`src/rtl/fp_exp_add_pipe.sv`:
```
// Exponent path of the floating-point multiplier: adds the biased exponents and the
// normalisation increment, removes the bias, classifies the result, all in a 2-stage valid/ready pipe.
module fp_exp_add_pipe #(
  parameter int EXP_W = 8,
  parameter int BIAS  = 127,
  parameter int TAG_W = 4
) (
  input  logic             clk,
  input  logic             rst_n,
  input  logic             in_valid,
  output logic             in_ready,
  input  logic [EXP_W-1:0] exp_a,
  input  logic [EXP_W-1:0] exp_b,
  input  logic             norm_inc,
  input  logic [TAG_W-1:0] tag_in,
  output logic             out_valid,
  input  logic             out_ready,
  output logic [EXP_W-1:0] exp_out,
  output logic [TAG_W-1:0] tag_out,
  output logic [4:0]       flags
);

  localparam int SUM_W = EXP_W + 1;
  localparam int RES_W = EXP_W + 2;
  localparam logic [EXP_W-1:0]        EXP_ONES = '1;
  localparam logic signed [RES_W-1:0] BIAS_S   = RES_W'(BIAS);
  localparam logic signed [RES_W-1:0] OVF_TH   = RES_W'((2 ** EXP_W) - 1);

  // Flag bit positions inside {invalid, inf_nan, zero, ovf, unf}
  localparam int F_INVALID = 4;
  localparam int F_INF_NAN = 3;
  localparam int F_ZERO    = 2;
  localparam int F_OVF     = 1;
  localparam int F_UNF     = 0;

  logic             accept;
  logic             s2_adv;

  logic             s1_valid_reg;
  logic [SUM_W-1:0] s1_sum_reg;
  logic             s1_za_reg;
  logic             s1_zb_reg;
  logic             s1_ma_reg;
  logic             s1_mb_reg;
  logic [TAG_W-1:0] s1_tag_reg;

  logic [SUM_W-1:0] s1_sum_next;
  logic             s1_za_next;
  logic             s1_zb_next;
  logic             s1_ma_next;
  logic             s1_mb_next;

  logic             s2_valid_reg;
  logic [EXP_W-1:0] s2_exp_reg;
  logic [4:0]       s2_flags_reg;
  logic [TAG_W-1:0] s2_tag_reg;

  logic signed [RES_W-1:0] s2_res;
  logic [EXP_W-1:0]        s2_exp_next;
  logic [4:0]              s2_flags_next;

  // Handshake: S1 may refill whenever S2 is moving, so in_ready never looks at in_valid
  assign s2_adv   = !s2_valid_reg || out_ready;
  assign in_ready = !s1_valid_reg || s2_adv;
  assign accept   = in_valid && in_ready;

  // S1 datapath: carry is kept in the extra sum bit
  always_comb begin
    s1_sum_next = {1'b0, exp_a} + {1'b0, exp_b} + {{EXP_W{1'b0}}, norm_inc};
    s1_za_next  = (exp_a == '0);
    s1_zb_next  = (exp_b == '0);
    s1_ma_next  = (exp_a == EXP_ONES);
    s1_mb_next  = (exp_b == EXP_ONES);
  end

  always_ff @(posedge clk or negedge rst_n) begin
    if (!rst_n) begin
      s1_valid_reg <= 1'b0;
      s1_sum_reg   <= '0;
      s1_za_reg    <= 1'b0;
      s1_zb_reg    <= 1'b0;
      s1_ma_reg    <= 1'b0;
      s1_mb_reg    <= 1'b0;
      s1_tag_reg   <= '0;
    end else if (accept) begin
      s1_valid_reg <= 1'b1;
      s1_sum_reg   <= s1_sum_next;
      s1_za_reg    <= s1_za_next;
      s1_zb_reg    <= s1_zb_next;
      s1_ma_reg    <= s1_ma_next;
      s1_mb_reg    <= s1_mb_next;
      s1_tag_reg   <= tag_in;
    end else if (s2_adv) begin
      s1_valid_reg <= 1'b0;
    end
  end

  // S2 classification; the two extra result bits make the bias removal wrap-free
  always_comb begin
    s2_res        = $signed({1'b0, s1_sum_reg}) - BIAS_S;
    s2_exp_next   = '0;
    s2_flags_next = '0;
    if ((s1_za_reg && s1_mb_reg) || (s1_zb_reg && s1_ma_reg)) begin
      s2_flags_next[F_INVALID] = 1'b1;
      s2_exp_next              = EXP_ONES;
    end else if (s1_ma_reg || s1_mb_reg) begin
      s2_flags_next[F_INF_NAN] = 1'b1;
      s2_exp_next              = EXP_ONES;
    end else if (s1_za_reg || s1_zb_reg) begin
      s2_flags_next[F_ZERO] = 1'b1;
      s2_exp_next           = '0;
    end else if (s2_res >= OVF_TH) begin
      s2_flags_next[F_OVF] = 1'b1;
      s2_exp_next          = EXP_ONES;
    end else if (s2_res <= 0) begin
      s2_flags_next[F_UNF] = 1'b1;
      s2_exp_next          = '0;
    end else begin
      s2_exp_next = s2_res[EXP_W-1:0];
    end
  end

  // Outputs only reload when a new op moves in, so a stalled result holds steady
  always_ff @(posedge clk or negedge rst_n) begin
    if (!rst_n) begin
      s2_valid_reg <= 1'b0;
      s2_exp_reg   <= '0;
      s2_flags_reg <= '0;
      s2_tag_reg   <= '0;
    end else if (s2_adv) begin
      s2_valid_reg <= s1_valid_reg;
      if (s1_valid_reg) begin
        s2_exp_reg   <= s2_exp_next;
        s2_flags_reg <= s2_flags_next;
        s2_tag_reg   <= s1_tag_reg;
      end
    end
  end

  assign out_valid = s2_valid_reg;
  assign exp_out   = s2_exp_reg;
  assign flags     = s2_flags_reg;
  assign tag_out   = s2_tag_reg;

endmodule

```
`config.mk`:
```
export PLATFORM = sky130hd
export DESIGN_NAME = fp_exp_add_pipe
export DESIGN_NICKNAME = d
export VERILOG_FILES = /design/src/rtl/fp_exp_add_pipe.sv
export SDC_FILE = /design/constraint.sdc
export NUM_CORES = 1
export LEC_CHECK = 0
export CAP_MARGIN = 20
export CORE_ASPECT_RATIO = 0.9
export CORE_UTILIZATION = 52
export CTS_CLUSTER_DIAMETER = 50
export CTS_CLUSTER_SIZE = 30
export DETAILED_ROUTE_END_ITERATION = 10
export GPL_TIMING_DRIVEN = 0
export PLACE_DENSITY = 0.81
export SLEW_MARGIN = 10
export SYNTH_ARGS = -nofsm -noshare
export SYNTH_HDL_FRONTEND = slang
export SYNTH_SLANG_ARGS = --single-unit
```
`constraint.sdc`:
```
create_clock -name clk -period 2.4 [get_ports clk]
set_clock_uncertainty 0.1 [all_clocks]
set_input_delay 0.48 -clock clk [delete_from_list [all_inputs] [get_ports clk]]
set_output_delay 0.48 -clock clk [all_outputs]
set_load 0.02 [all_outputs]
```
## Word level (Yosys, flattened, before mapping)

Index checks and enable logic that the tools add are counted.

| storage, ports and cells | value |
|---|---|
| flip-flop bits (word level) | 36 |
| bits in latches | 0 |
| memory bits (writable) | 0 |
| memory bits (read-only) | 0 |
| bits of input ports | 25 |
| output and inout bits | 19 |
| word-level logic and storage cells | 48 |
| memories kept | 0 |

| operators by class | value |
|---|---|
| $add $sub $neg | 3 |
| multiply operators | 0 |
| divide/modulo/power cells | 0 |
| magnitude comparators | 2 |
| equality and inequality tests | 2 |
| shift operators | 0 |
| multiplexer cells | 16 |
| bitwise operators | 0 |
| reduce and logical (&&, ||, !) cells | 14 |

Operators by type and width:

| cell | number |
|---|---|
| 2-to-1 mux 8 bit | 5 |
| equality test 8 bit, second input constant | 2 |
| zero test 8 bit | 2 |
| >= comparator 10 x 9 -> 1 bit, second input constant | 1 |
| less-or-equal comparator 10 x 1 -> 1 bit, second input constant | 1 |
| subtractor 9 x 7 -> 10 bit, second input constant | 1 |
| adder 8 x 8 -> 9 bit | 1 |
| adder 9 x 1 -> 9 bit | 1 |
| 2-to-1 mux 1 bit | 8 |
| logical OR 1 bit | 5 |
| 2-to-1 mux 4 bit | 1 |
| logical AND 1 bit | 3 |
| 2-to-1 mux 3 bit | 1 |
| zero test 1 bit | 2 |
| 2-to-1 mux 2 bit | 1 |
| AND reduction 2 bit | 1 |
| nonzero test 2 bit | 1 |

## Depth between registers and ports, before layout

| depth | value |
|---|---|
| depth after elaboration | 7 |
| gate-level depth with buffers | 10 |
| mapped depth without buffers | 10 |

## Worst setup path after synthesis

Ideal clock, no wire load.

| timing path | value |
|---|---|
| path type | input to register |
| start point | input port exp_a[0] |
| end point | register s1_sum_reg[6] |
| arrival | 1.983 ns |
| required time | 2.165 ns |
| slack | 0.182 ns |
| stages on the path | 10 |
| cell sequence | inv_1 -> fa_1 -> inv_1 -> fa_1 -> a21o_1 -> a21oi_1 -> o21bai_1 -> a21oi_1 -> xnor2_1 -> o21ai_0 |

| between the ends | value |
|---|---|
| cells in the longest elaborated chain, start to end | 2 |

Ends and longest elaborated chain:

| item | RTL line | text |
|---|---|---|
| start: declaration | 12 | `input logic [EXP_W-1:0] exp_a,` |
| adder 8 x 8 -> 9 bit | 69 | `s1_sum_next = {1'b0, exp_a} + {1'b0, exp_b} + {{EXP_W{1'b0}}, norm_inc};` |
| adder 9 x 1 -> 9 bit | 69 |  |
| end signal: assignment | 87 | `s1_sum_reg <= s1_sum_next;` |
| end: declaration | 40 | `logic [SUM_W-1:0] s1_sum_reg;` |

No other way between the ends.
A chain may end at the register's enable or synchronous reset.

## Worst setup path after layout

| timing path | value |
|---|---|
| start point | input port out_ready |
| end point | output port in_ready |

| between the ends | value |
|---|---|
| cells in the longest elaborated chain, start to end | 2 |

Ends and longest elaborated chain:

| item | RTL line | text |
|---|---|---|
| start: declaration | 17 | `input logic out_ready,` |
| logical OR 1 bit | 63 | `assign s2_adv = !s2_valid_reg \|\| out_ready;` |
| logical OR 1 bit | 64 | `assign in_ready = !s1_valid_reg \|\| s2_adv;` |
| end: declaration | 11 | `output logic in_ready,` |

No other way between the ends.

==> summary.md <==
dfrtp_1 takes more of the synthesized area than any other cell. CTS saw 36 sinks. For the synthesized netlist cell count, the log shows 240. By area the synthesized netlist is led by dfrtp_1 41%, nand2_1 7.6%, ha_1 5.7%. Number of warnings printed during yosys synthesis: 0.

The most critical setup path has its startpoint at out_ready. Setup violations remaining at the end of the flow were counted as 0. For this run, asynchronously set or reset flops after synthesis account for 100%.

The deepest clock path buffer count is 2, and the area overhead of the layout relative to synthesis is 27.6%. Entering global routing, the biggest net connects 37 pins. After layout, the design draws a total of 2.08 mW. For this design the top-level I/O count stands at 44. The via count was 1,921; the length of the first detailed-routing pass in iterations was 7. The count of endpoints failing hold in the final timing report is 0, and the synthesized cell area is 0.00221 mm^2. In the final routed layout, each cell accounts on average for 13.7 um.

TritonCTS built the clock tree. The root cell of the clock tree was clkbuf_8. Of the synthesized area, sequential elements account for 40.7%.

Across the run, the number of max-cap violations was 0. The average instance in the mapped netlist occupies 9.22 um^2. The tools report the source of the worst register-to-register timing path as s1_sum_reg[1]. The run gives 54.3% as the initial core utilization. The maximum fanout along the worst path was 4; the antenna diode instance count was 0.

STA classifies the critical path endpoint as an output port. For the area enclosed by the die boundary, the log shows 0.00452 mm^2. VDD sags by at most 0.000306 V.

The run gives 22.2% as the overall track demand over capacity in global routing. The detail route stage leaves a number of antenna-violating nets equal to 0. The logs give 38.4% for the sequential fraction of design power and 0.00407 mm^2 for the area inside the core boundary. The run gives 112 as the violation count after the first detailed-routing iteration. After the last flow step, the layout net total stands at 328.

The number of enable flip-flop cells after synthesis works out to 0. The checks that failed: DRC. Counting every net in the synthesized netlist gives 277.

After floorplanning, the core was divided into 22 placement rows. The congestion estimate from routability-driven global placement came to 0.858. The final critical delay including setup and external delays was 2300 ps; the insertion delay of the later-clocked pin in the worst-skew pair was 280 ps.

For this run, the number of standard cells in the final layout without fillers is 340. For the number of slew-limit violations in the final report, the log shows 0. The number of fillers in the final layout came out at 333. The die is 63.9 um tall. Cell family with the largest share of critical-path delay: buffers and inverters.

The type of the setup path with the least slack is primary input to output port. The register-to-register setup slack came out at 230 ps. The run finished, with violations left. The headroom to the max-slew limit was 48.2%; the worst slack on hold paths was 168 ps. Dividing the detail-routed via count by the number of cells gives 5.65. For this design the total switching power over the nets is 0.725 mW. Walking the worst path, the cells encountered are clkdlybuf4s50_1 -> nand3b_1 -> clkdlybuf4s50_1. The critical path contains buffers and inverters numbering 2 combined. In this run the biggest area consumer among cell types represents 40.7% of the synthesized area. During placement, the flow inserted port buffers numbering 43.

The first global-routing pass estimated 7.94 mm of wire. Combinational logic burns 40.2% of the power. The most used flip-flop cell after synthesis is dfrtp_1. After layout, the worst path uses 95.9% of the clock period. Synthesis inferred 36 register bits. On the worst path, the slowest cell contributes a delay of 620 ps. Counting the buffers created by CTS gives 5. The flip-flop count of the largest register after layout came out at 9. Once placement finished, the instance area stood at 0.00270 mm^2. The x dimension of the die came out at 70.8 um. The worst hold path class is primary input to async pin. By instance count, the cell type seen most on the critical path is clkdlybuf4s50_1. Endpoint required time on the critical path: 1820 ps. The number of antenna violations at the first check in global routing is 0, and the switching share of power is 34.8%. The worst setup path is launched from a primary input. At the pin with the least slew margin, the transition time is 777 ps. Clock-pin slew was measured on the worst setup and hold paths at 70 ps. The power density of the placed cells came out at 737 mW/mm^2. The internal power of the cells totals 1.36 mW. The H-tree was split into 2 levels. Leakage power: 1.24 nW. Cells fill 69.3% of the core in the end.

The tools report the detailed-route DRC error count as 12. Counting tap cells, the placed design contains a total of 331 instances. Timing would allow up to 0.434 GHz. At the worst endpoint, the arrival time is 1720 ps. Setup repair after global routing left no endpoint under its margin. For this run the aggregate overflow at the end of global routing stands at 0. The post-route netlist has 12.0% of its cells at a drive strength greater than 1.

Per report_power, the clock group accounts for 21.4% of the total. The placed wire-length estimate is 3.62 mm, and the final standard cell area without fillers is 0.00282 mm^2. The via count of the first global-routing pass is 1,760. On the critical path, the stage with the largest delay is an instance of clkdlybuf4s50_1.

The run gives 52 as the distinct cell type count after synthesis. The wire length after detailed routing is 4.65 mm.
-- layer usage --
layer | vias up | track usage [%] | share of wire [%]
met4 | 0 | 8.50 | 2.4
met1 | 894 | 28.0 | 46
met3 | 11 | 2.84 | 3.4
met5 | - | 0 | 0
li1 | 962 | - | -
met2 | 54 | 38.8 | 49
-- stage by stage --
| stage | TNS (ps) | setup slack [ps] |
|---|---|---|
| CTS | 0 | 5.42 |
| floorplan | 0 | 182 |
| global route | 0 | 16.3 |
| detailed placement | -1850 | -463 |
| global placement | -1640 | -416 |
| finish | 0 | 97.5 |
-- area by class of cell --
class	instances	area (um^2)	share of cell area (%)
Buffer	15	91.3	3.23
Multi-Input combinational cell	180	1200	42.6
Clock inverter	1	7.51	0.266
Inverter	9	33.8	1.20
Sequential cell	36	901	31.9
Tap cell	48	60.1	2.13
Timing Repair Buffer	44	442	15.6
Clock buffer	7	86.3	3.06
-- timing repair --
action                     4_1_cts  5_1_grt
hold buffers                     0        0
setup buffers                    0        1
pin swaps                        2        7
resized for setup                7        8
setup endpoints to repair        2        5
cloned                           0        0
-- power by group through the flow --
| stage | sequential [mW] | combinational (mW) | clock [mW] |
|---|---|---|---|
| after detailed placement | 0.811 | 0.827 | 0 |
| after global placement | 0.800 | 0.809 | 0 |
| after global routing | 0.814 | 0.917 | 0.478 |
| final | 0.798 | 0.837 | 0.446 |
| after floorplan | 0.895 | 0.426 | 0 |
| after CTS | 0.798 | 0.836 | 0.456 |
-- placed cells by master (no fill, tap or decap), types with 6 or more instances in the layout --
cell type and n:
nand2_1 45, clkdlybuf4s50_1 37, dfrtp_1 36, o21ai_0 14, ha_1 9, clkbuf_1 8
xnor2_1 8, nand4_1 6, nor2_1 6, nor3_1 6, clkbuf_8 6
-- kinds of logic after synthesis --
logic type	after synthesis	share of synthesized area, %
and+or+nand+nor	92	20.2
AOI/OAI and AO/OA	60	19.0
DFF	36	40.7
buffers and inverters	24	5.65
adders and majority gates	12	7.46
xor gates and xnor gates	10	3.96
muxes	6	3.00
-- Yosys cell counts (all sizes together), types with 2 or more instances --
cell    instances
nand2          45
dfrtp          36
o21ai          18
ha             10
inv             9
buf             8
xnor2           8
a21oi           7
clkbuf          7
nand4           6
nor2            6
nor3            6
mux2            5
nand2b          5
nand3           5
nor4            5
o21a            5
o31ai           5
a22oi           4
and2            4
and3            3
fa              2
o211ai          2
o22ai           2
or3             2
xor2            2
-- path summary, 6_finish.rpt --
path                               to  cells past startpoint
max                          in_ready                      3
min                        exp_out[3]                      1
max reg2reg                exp_out[0]                      8
min reg2reg                tag_out[3]                      2
max in group asynchronous   s1_mb_reg                      1
min in group clk           tag_out[3]                      2
-- worst register-to-register path, delay by kind of cell (launching register included) --
kind                       cells  cell delay [ps]
and+or+nand+nor                1              100
buffers and inverters          1              230
adders and majority gates      1              320
DFF                            1              520
AOI/OAI and AO/OA              5              810
Note: power is estimated with default switching activity, not from simulation.
